[config.mk]
export PLATFORM = sky130hd
export DESIGN_NAME = i2s_frame_ctrl_flat
export DESIGN_NICKNAME = d
export VERILOG_FILES = /design/src/rtl/i2s_frame_ctrl_if.sv /design/src/rtl/i2s_frame_ctrl.sv /design/src/flat_wrapper.sv
export SDC_FILE = /design/constraint.sdc
export NUM_CORES = 1
export LEC_CHECK = 0
export CAP_MARGIN = 20
export CORE_MARGIN = 10
export CORE_UTILIZATION = 29
export CTS_BUF_LIST = sky130_fd_sc_hd__clkbuf_4 sky130_fd_sc_hd__clkbuf_8
export CTS_CLUSTER_SIZE = 10
export DETAILED_ROUTE_END_ITERATION = 12
export GPL_ROUTABILITY_DRIVEN = 0
export SETUP_SLACK_MARGIN = 0.1
export SLEW_MARGIN = 40
export SYNTH_ARGS = -nofsm -noshare
export SYNTH_HDL_FRONTEND = slang
export SYNTH_SLANG_ARGS = --single-unit
[constraint.sdc]
create_clock -name mclk -period 2.6 [get_ports mclk]
set_clock_uncertainty 0.2 [all_clocks]
set_input_delay 0.52 -clock mclk [delete_from_list [all_inputs] [get_ports mclk]]
set_output_delay 0.52 -clock mclk [all_outputs]
set_load 0.02 [all_outputs]
[src/rtl/i2s_frame_ctrl_if.sv]
// Frame-sequencer bus: run request in, bit/word clocks and shifter strobes out.
// master = i2s_frame_ctrl, slave = shifter / system side.
interface i2s_frame_ctrl_if;
  logic en;
  logic sclk;
  logic lrck;
  logic tx_load;
  logic tx_shift;
  logic rx_sample;
  logic rx_done;
  logic rx_ch;
  logic active;
  logic mute;

  modport master (
    input  en,
    output sclk, lrck, tx_load, tx_shift, rx_sample, rx_done, rx_ch, active, mute
  );

  modport slave (
    output en,
    input  sclk, lrck, tx_load, tx_shift, rx_sample, rx_done, rx_ch, active, mute
  );
endinterface

[src/rtl/i2s_frame_ctrl.sv]
// I2S frame sequencer, clocked by mclk.
// Generates sclk/lrck and per-bit strobes for the serializer/deserializer,
// with frame-aligned start and drain-to-frame-end stop.
// Optional startup mute: define I2S_MUTE_EN (adds MUTE_FRAMES parameter).
module i2s_frame_ctrl #(
  parameter int unsigned MCLK_PER_SCLK = 4,
  parameter int unsigned SLOTS_PER_CH  = 32,
  parameter int unsigned DATA_WIDTH    = 24
`ifdef I2S_MUTE_EN
  ,
  parameter int unsigned MUTE_FRAMES   = 256
`endif
) (
  input logic              mclk,
  input logic              rst,
  i2s_frame_ctrl_if.master bus
);

  localparam int unsigned HALF   = MCLK_PER_SCLK / 2;
  localparam int unsigned DIV_W  = (MCLK_PER_SCLK > 2) ? $clog2(MCLK_PER_SCLK) : 1;
  localparam int unsigned SLOT_W = (SLOTS_PER_CH > 2) ? $clog2(SLOTS_PER_CH) : 1;

  typedef enum logic [1:0] {IDLE, RUN, DRAIN} state_t;

  state_t             state;
  logic [DIV_W-1:0]   div_cnt;
  logic [SLOT_W-1:0]  slot;
  logic               sclk_r;
  logic               lrck_r;
  logic               tx_load_r;
  logic               tx_shift_r;
  logic               rx_sample_r;
  logic               rx_done_r;
  logic               rx_ch_r;
  logic               active_r;

  logic               div_last;
  logic               div_mid;
  logic               slot_last;
  logic               frame_end;
  logic               stopping;
  logic [DIV_W-1:0]   div_next;
  logic [SLOT_W-1:0]  slot_next;
  logic               data_slot;
  logic               data_slot_next;

  // Next-phase decode; strobes are registered against the phase they open.
  always_comb begin
    div_last       = (div_cnt == DIV_W'(MCLK_PER_SCLK - 1));
    div_mid        = (div_cnt == DIV_W'(HALF - 1));
    slot_last      = (slot == SLOT_W'(SLOTS_PER_CH - 1));
    frame_end      = div_last && slot_last && lrck_r;
    stopping       = (state == DRAIN) && !bus.en && frame_end;
    div_next       = div_last ? '0 : div_cnt + 1'b1;
    slot_next      = slot;
    if (div_last)
      slot_next    = slot_last ? '0 : slot + 1'b1;
    data_slot      = (slot != '0) && (slot <= SLOT_W'(DATA_WIDTH));
    data_slot_next = (slot_next != '0) && (slot_next <= SLOT_W'(DATA_WIDTH));
  end

  // Sequencer FSM with counters and registered clock/strobe outputs.
  always_ff @(posedge mclk or posedge rst) begin
    if (rst) begin
      state       <= IDLE;
      div_cnt     <= '0;
      slot        <= '0;
      sclk_r      <= 1'b0;
      lrck_r      <= 1'b0;
      tx_load_r   <= 1'b0;
      tx_shift_r  <= 1'b0;
      rx_sample_r <= 1'b0;
      rx_done_r   <= 1'b0;
      rx_ch_r     <= 1'b0;
      active_r    <= 1'b0;
    end else begin
      tx_load_r   <= 1'b0;
      tx_shift_r  <= 1'b0;
      rx_sample_r <= 1'b0;
      rx_done_r   <= 1'b0;
      case (state)
        IDLE: begin
          div_cnt <= '0;
          slot    <= '0;
          sclk_r  <= 1'b0;
          lrck_r  <= 1'b0;
          if (bus.en) begin
            state     <= RUN;
            active_r  <= 1'b1;
            tx_load_r <= 1'b1;
          end
        end
        RUN, DRAIN: begin
          if (stopping) begin
            // The edge that would open the next left slot 0 lands in IDLE instead.
            state    <= IDLE;
            active_r <= 1'b0;
            div_cnt  <= '0;
            slot     <= '0;
            sclk_r   <= 1'b0;
            lrck_r   <= 1'b0;
          end else begin
            state       <= bus.en ? RUN : DRAIN;
            div_cnt     <= div_next;
            slot        <= slot_next;
            sclk_r      <= (div_next >= DIV_W'(HALF));
            if (div_last && slot_last)
              lrck_r    <= ~lrck_r;
            tx_load_r   <= div_last && (slot_next == '0);
            tx_shift_r  <= div_last && data_slot_next;
            rx_sample_r <= div_mid && data_slot;
            if (rx_sample_r && (slot == SLOT_W'(DATA_WIDTH))) begin
              rx_done_r <= 1'b1;
              rx_ch_r   <= lrck_r;
            end
          end
        end
        default: state <= IDLE;
      endcase
    end
  end

`ifdef I2S_MUTE_EN
  localparam int unsigned MUTE_W = (MUTE_FRAMES > 1) ? $clog2(MUTE_FRAMES) : 1;

  logic              mute_r;
  logic [MUTE_W-1:0] mute_cnt;

  // Startup mute: armed on IDLE->RUN, released on the tx_load opening frame MUTE_FRAMES+1.
  always_ff @(posedge mclk or posedge rst) begin
    if (rst) begin
      mute_r   <= 1'b0;
      mute_cnt <= '0;
    end else if (state == IDLE) begin
      mute_r   <= bus.en;
      mute_cnt <= '0;
    end else if (stopping) begin
      mute_r   <= 1'b0;
      mute_cnt <= '0;
    end else if (frame_end && mute_r) begin
      if (mute_cnt == MUTE_W'(MUTE_FRAMES - 1))
        mute_r   <= 1'b0;
      else
        mute_cnt <= mute_cnt + 1'b1;
    end
  end

  assign bus.mute = mute_r;
`else
  assign bus.mute = 1'b0;
`endif

  assign bus.sclk      = sclk_r;
  assign bus.lrck      = lrck_r;
  assign bus.tx_load   = tx_load_r;
  assign bus.tx_shift  = tx_shift_r;
  assign bus.rx_sample = rx_sample_r;
  assign bus.rx_done   = rx_done_r;
  assign bus.rx_ch     = rx_ch_r;
  assign bus.active    = active_r;

endmodule

[src/flat_wrapper.sv]
// flat-port wrapper written by rule: the top's interface ports become plain ports
module i2s_frame_ctrl_flat 
#(
  parameter int unsigned MCLK_PER_SCLK = 4,
  parameter int unsigned SLOTS_PER_CH  = 32,
  parameter int unsigned DATA_WIDTH    = 24

)
  (mclk, rst, bus_en, bus_sclk, bus_lrck, bus_tx_load, bus_tx_shift, bus_rx_sample, bus_rx_done, bus_rx_ch, bus_active, bus_mute);
  i2s_frame_ctrl_if bus_i ();
  input logic mclk;
  input logic rst;
  input wire logic [$bits(bus_i.en)-1:0] bus_en;
  output wire logic [$bits(bus_i.sclk)-1:0] bus_sclk;
  output wire logic [$bits(bus_i.lrck)-1:0] bus_lrck;
  output wire logic [$bits(bus_i.tx_load)-1:0] bus_tx_load;
  output wire logic [$bits(bus_i.tx_shift)-1:0] bus_tx_shift;
  output wire logic [$bits(bus_i.rx_sample)-1:0] bus_rx_sample;
  output wire logic [$bits(bus_i.rx_done)-1:0] bus_rx_done;
  output wire logic [$bits(bus_i.rx_ch)-1:0] bus_rx_ch;
  output wire logic [$bits(bus_i.active)-1:0] bus_active;
  output wire logic [$bits(bus_i.mute)-1:0] bus_mute;
  assign bus_i.en = bus_en;
  assign bus_sclk = bus_i.sclk;
  assign bus_lrck = bus_i.lrck;
  assign bus_tx_load = bus_i.tx_load;
  assign bus_tx_shift = bus_i.tx_shift;
  assign bus_rx_sample = bus_i.rx_sample;
  assign bus_rx_done = bus_i.rx_done;
  assign bus_rx_ch = bus_i.rx_ch;
  assign bus_active = bus_i.active;
  assign bus_mute = bus_i.mute;
  i2s_frame_ctrl #(.MCLK_PER_SCLK(MCLK_PER_SCLK), .SLOTS_PER_CH(SLOTS_PER_CH), .DATA_WIDTH(DATA_WIDTH)) u_core (.mclk(mclk), .rst(rst), .bus(bus_i));
endmodule
==> results.py <==
metrics = {
    "place": {
        "port_buffers": 10,
        "postPlaceCellArea_um2": 1054,
        "hpwl_mm": 1.574,
    },
    "layout": {
        "post-route-util_pct": 36.35,
        "final_layout_size_suffix_gt1_share_pct": 11.50,
        "fillers": 338,
        "design_area_um2": 1110,
        "synthToLayoutAreaGrowth_pct": 20.84,
        "finalNetCount": 125,
        "diodes": 0,
    },
    "routing": {
        "antenna_left": 0,
        "viasPerCell": 4.796,
        "routedWlPerCell_um": 12.89,
        "drt_pre_antenna_iters": 4,
        "drc": 0,
        "vias": 753,
        "drt-initial-drc-count": 47,
        "wirelength_mm": 2.023,
    },
    "setup_path": {
        "crit_path_top_delay_cell": "or4_1",
        "r2r_start": "u_core.slot[0]",
        "crit_fanout": 5,
        "cp-end-kind": "flop",
        "worstSetupPathType": "reg -> reg",
        "crit_arrival_ns": 2.35,
        "max_stage_delay_ns": 0.42,
        "startpoint": "u_core.slot[0]",
        "required_ns": 2.62,
        "reg2reg_slack_ns": 0.27,
        "rr_worst_depth": 8,
        "startpoint_type": "flop",
        "crit_chain": "ha_1, and3_1, ha_2, inv_1, a211oi_2, o221ai_1, or4_1, a21oi_1",
    },
    "global_route": {
        "grt.busiest_layer": "met2",
        "gr-usage-met2_pct": 11.14,
        "gr-usage-met3_pct": 2.594,
        "antenna_found_initial": 0,
        "grt_max_degree": 17,
        "met1_usage_pct": 8.930,
        "grt_usage_pct": 7.441,
        "grt_pass1_vias": 751,
        "overflow": 0,
        "grt_pass1_wl_mm": 3.567,
    },
    "clocking": {
        "cts_tree": "done",
        "clock_latency_ns": 0.29,
        "numClockSinks": 16,
        "h-tree-depth": 1,
        "cts-root-buf": "clkbuf_4",
        "cts_buffers": 3,
        "cts.clk_slew.worst_paths_ns": 0.09,
        "hold_buffers": 0,
        "ctsLongestPathBuffers": 2,
    },
    "pwr": {
        "leakagePower_nw": 0.4805,
        "max-vdd-ir-drop_uv": 301.4,
        "cellPowerDensity_nw_per_um2": 787.6,
    },
    "timing": {
        "slew-limit-headroom_pct": 58.56,
        "setup_tns_ns": 0,
        "fin_crit_sh_pct": 89.66,
        "hold_viol_final": 0,
        "period_minus_slack_ns": 2.331,
        "worstMarginPinSlew_ns": 0.6210,
        "fmaxAchievable_mhz": 429.0,
        "drv_slew": 0,
        "grt_setup_unrepaired": "false",
        "finalSetupViolations": 0,
    },
    "floorplanning": {
        "start_util_pct": 30.08,
        "die_h_um": 76.28,
        "coreArea_um2": 3053,
        "die_w_um": 76.28,
        "num_io_pins": 12,
        "die_area_um2": 5818,
        "rows": 20,
    },
    "synthesis": {
        "synth_nets": 112,
        "ys_seq_area_share_pct": 43.60,
        "synth-seq-cells": 16,
        "synth.avg_cell_area_um2": 9.093,
        "synth_area_leaders": "dfrtp_1 44%, ha_1 11%, nand2_1 4.9%",
        "ys_types": 32,
        "syn-cell-area_um2": 918.4,
        "yosys.area.top_type": "dfrtp_1",
        "synth_top_area_share_pct": 43.60,
        "syn_inst": 101,
        "yosys_warnings": 0,
    },
    "hold_path": {
        "hold_class": "reg -> reg",
        "min_from": "u_core.bus.active",
        "whs_path_depth": 2,
    },
    "run": {
        "cap_violations": 0,
    },
    "outcome": {
        "outcome": "complete, no violations",
    },
}
[layer usage]
layer	share of wire, %	vias to the layer above
li1	-	374
met1	46	361
met2	47	14
met3	5.2	4
met4	2.6	0
met5	0	-
[stage by stage]
| stage | std cells | setup slack [ns] | hold slack [ns] | power (W) |
|---|---|---|---|---|
| finish | 157 | 0.2689 | 0.3106 | 0.0008741 |
| global route | 157 | 0.1254 | 0.3519 | 0.0009639 |
| CTS | 155 | 0.1413 | 0.3199 | 0.0008834 |
| detailed placement | 151 | 0.1701 | 0.2964 | 0.0007118 |
| global placement | 151 | 0.2245 | 0.2932 | 0.0007019 |
| floorplan | 101 | 0.4236 | 0.2337 | 0.0006055 |
[final timing paths]
path,endpoint
setup / recovery,u_core.bus.tx_load
hold / removal,u_core.bus.active
setup reg to reg,u_core.bus.tx_load
hold reg to reg,u_core.bus.active
max in group asynchronous,u_core.slot[0]
min in group asynchronous,u_core.bus.rx_done
[kinds of logic (layout without fill, tap and decap cells)]
kind of cell / after synthesis / in the layout / synth area share (%)
and+or+nand+nor: 34 / 34 / 17.71
AOI/OAI and AO/OA: 27 / 27 / 19.89
DFF: 16 / 16 / 43.60
buffers and inverters: 14 / 26 / 6.266
adders and majority gates: 8 / 8 / 10.90
other: 1 / 1 / 0.4083
muxes: 1 / 1 / 1.226
[timing repair]
action,CTS,global route
resized for setup,0,3
endpoints found under the setup margin,0,1
buffers inserted,0,2
endpoints found under the hold margin,0,0
[sequential cells by signal, indices dropped and copies added, names as in the netlist]
| signal | cells |
|---|---|
| u_core.bus.sclk | 1 |
| u_core.bus.rx_done | 1 |
| u_core.bus.tx_load | 1 |
| u_core.bus.rx_ch | 1 |
| u_core.bus.lrck | 1 |
| u_core.bus.active | 1 |
| u_core.bus.rx_sample | 1 |
| u_core.state | 2 |
| u_core.div_cnt | 1 |
| u_core.bus.tx_shift | 1 |
| u_core.slot | 5 |
[where the power goes]
| group | internal (W) | total [W] | switching, W |
|---|---|---|---|
| Clock | 0.0000853 | 0.000164 | 0.0000788 |
| Combinational | 0.000144 | 0.000391 | 0.000247 |
| Sequential | 0.000289 | 0.000319 | 0.0000300 |
[Yosys cell counts (all sizes together)]
cell / count
nor2b: 2
o21a: 1
o211ai: 2
a22o: 4
nand3b: 1
clkbuf: 2
nand4: 1
conb: 1
mux2: 1
buf: 2
nor3: 5
nand3: 3
a21o: 1
and3: 2
a211oi: 1
o221ai: 1
ha: 8
nand2b: 2
a21oi: 4
o22ai: 1
nand2: 12
inv: 10
a31oi: 1
o31ai: 2
or4: 1
o21ai: 9
dfrtp: 16
nor2: 5
[cell usage in the layout, fill, tap and decap left out, drive strengths merged, types with 2 or more instances in the layout]
| cell | instances |
|---|---|
| and3 | 2 |
| nor2b | 2 |
| a22o | 4 |
| nand2b | 2 |
| nor3 | 5 |
| clkbuf | 4 |
| nor2 | 5 |
| a21oi | 4 |
| o211ai | 2 |
| dfrtp | 16 |
| o21ai | 9 |
| clkdlybuf4s50 | 10 |
| inv | 10 |
| o31ai | 2 |
| ha | 8 |
| buf | 2 |
| nand2 | 12 |
| nand3 | 3 |
[layout make-up]
class	count	area [µm²]	area share, %
Clock buffer	4	36.28	3.269
Inverter	10	37.54	3.382
Multi-Input combinational cell	71	462.9	41.71
Sequential cell	16	402.9	36.30
Tap cell	44	55.05	4.961
Timing Repair Buffer	12	115.1	10.37
[worst max-delay path: cells and delay by family, from the launching register on]
kind | cells | cell delay, ns
buffers and inverters | 1 | 0.10
AOI/OAI and AO/OA | 3 | 0.58
and+or+nand+nor | 2 | 0.60
adders and majority gates | 2 | 0.41
DFF | 1 | 0.38
No activity file was read; power rests on OpenSTA's default activity.
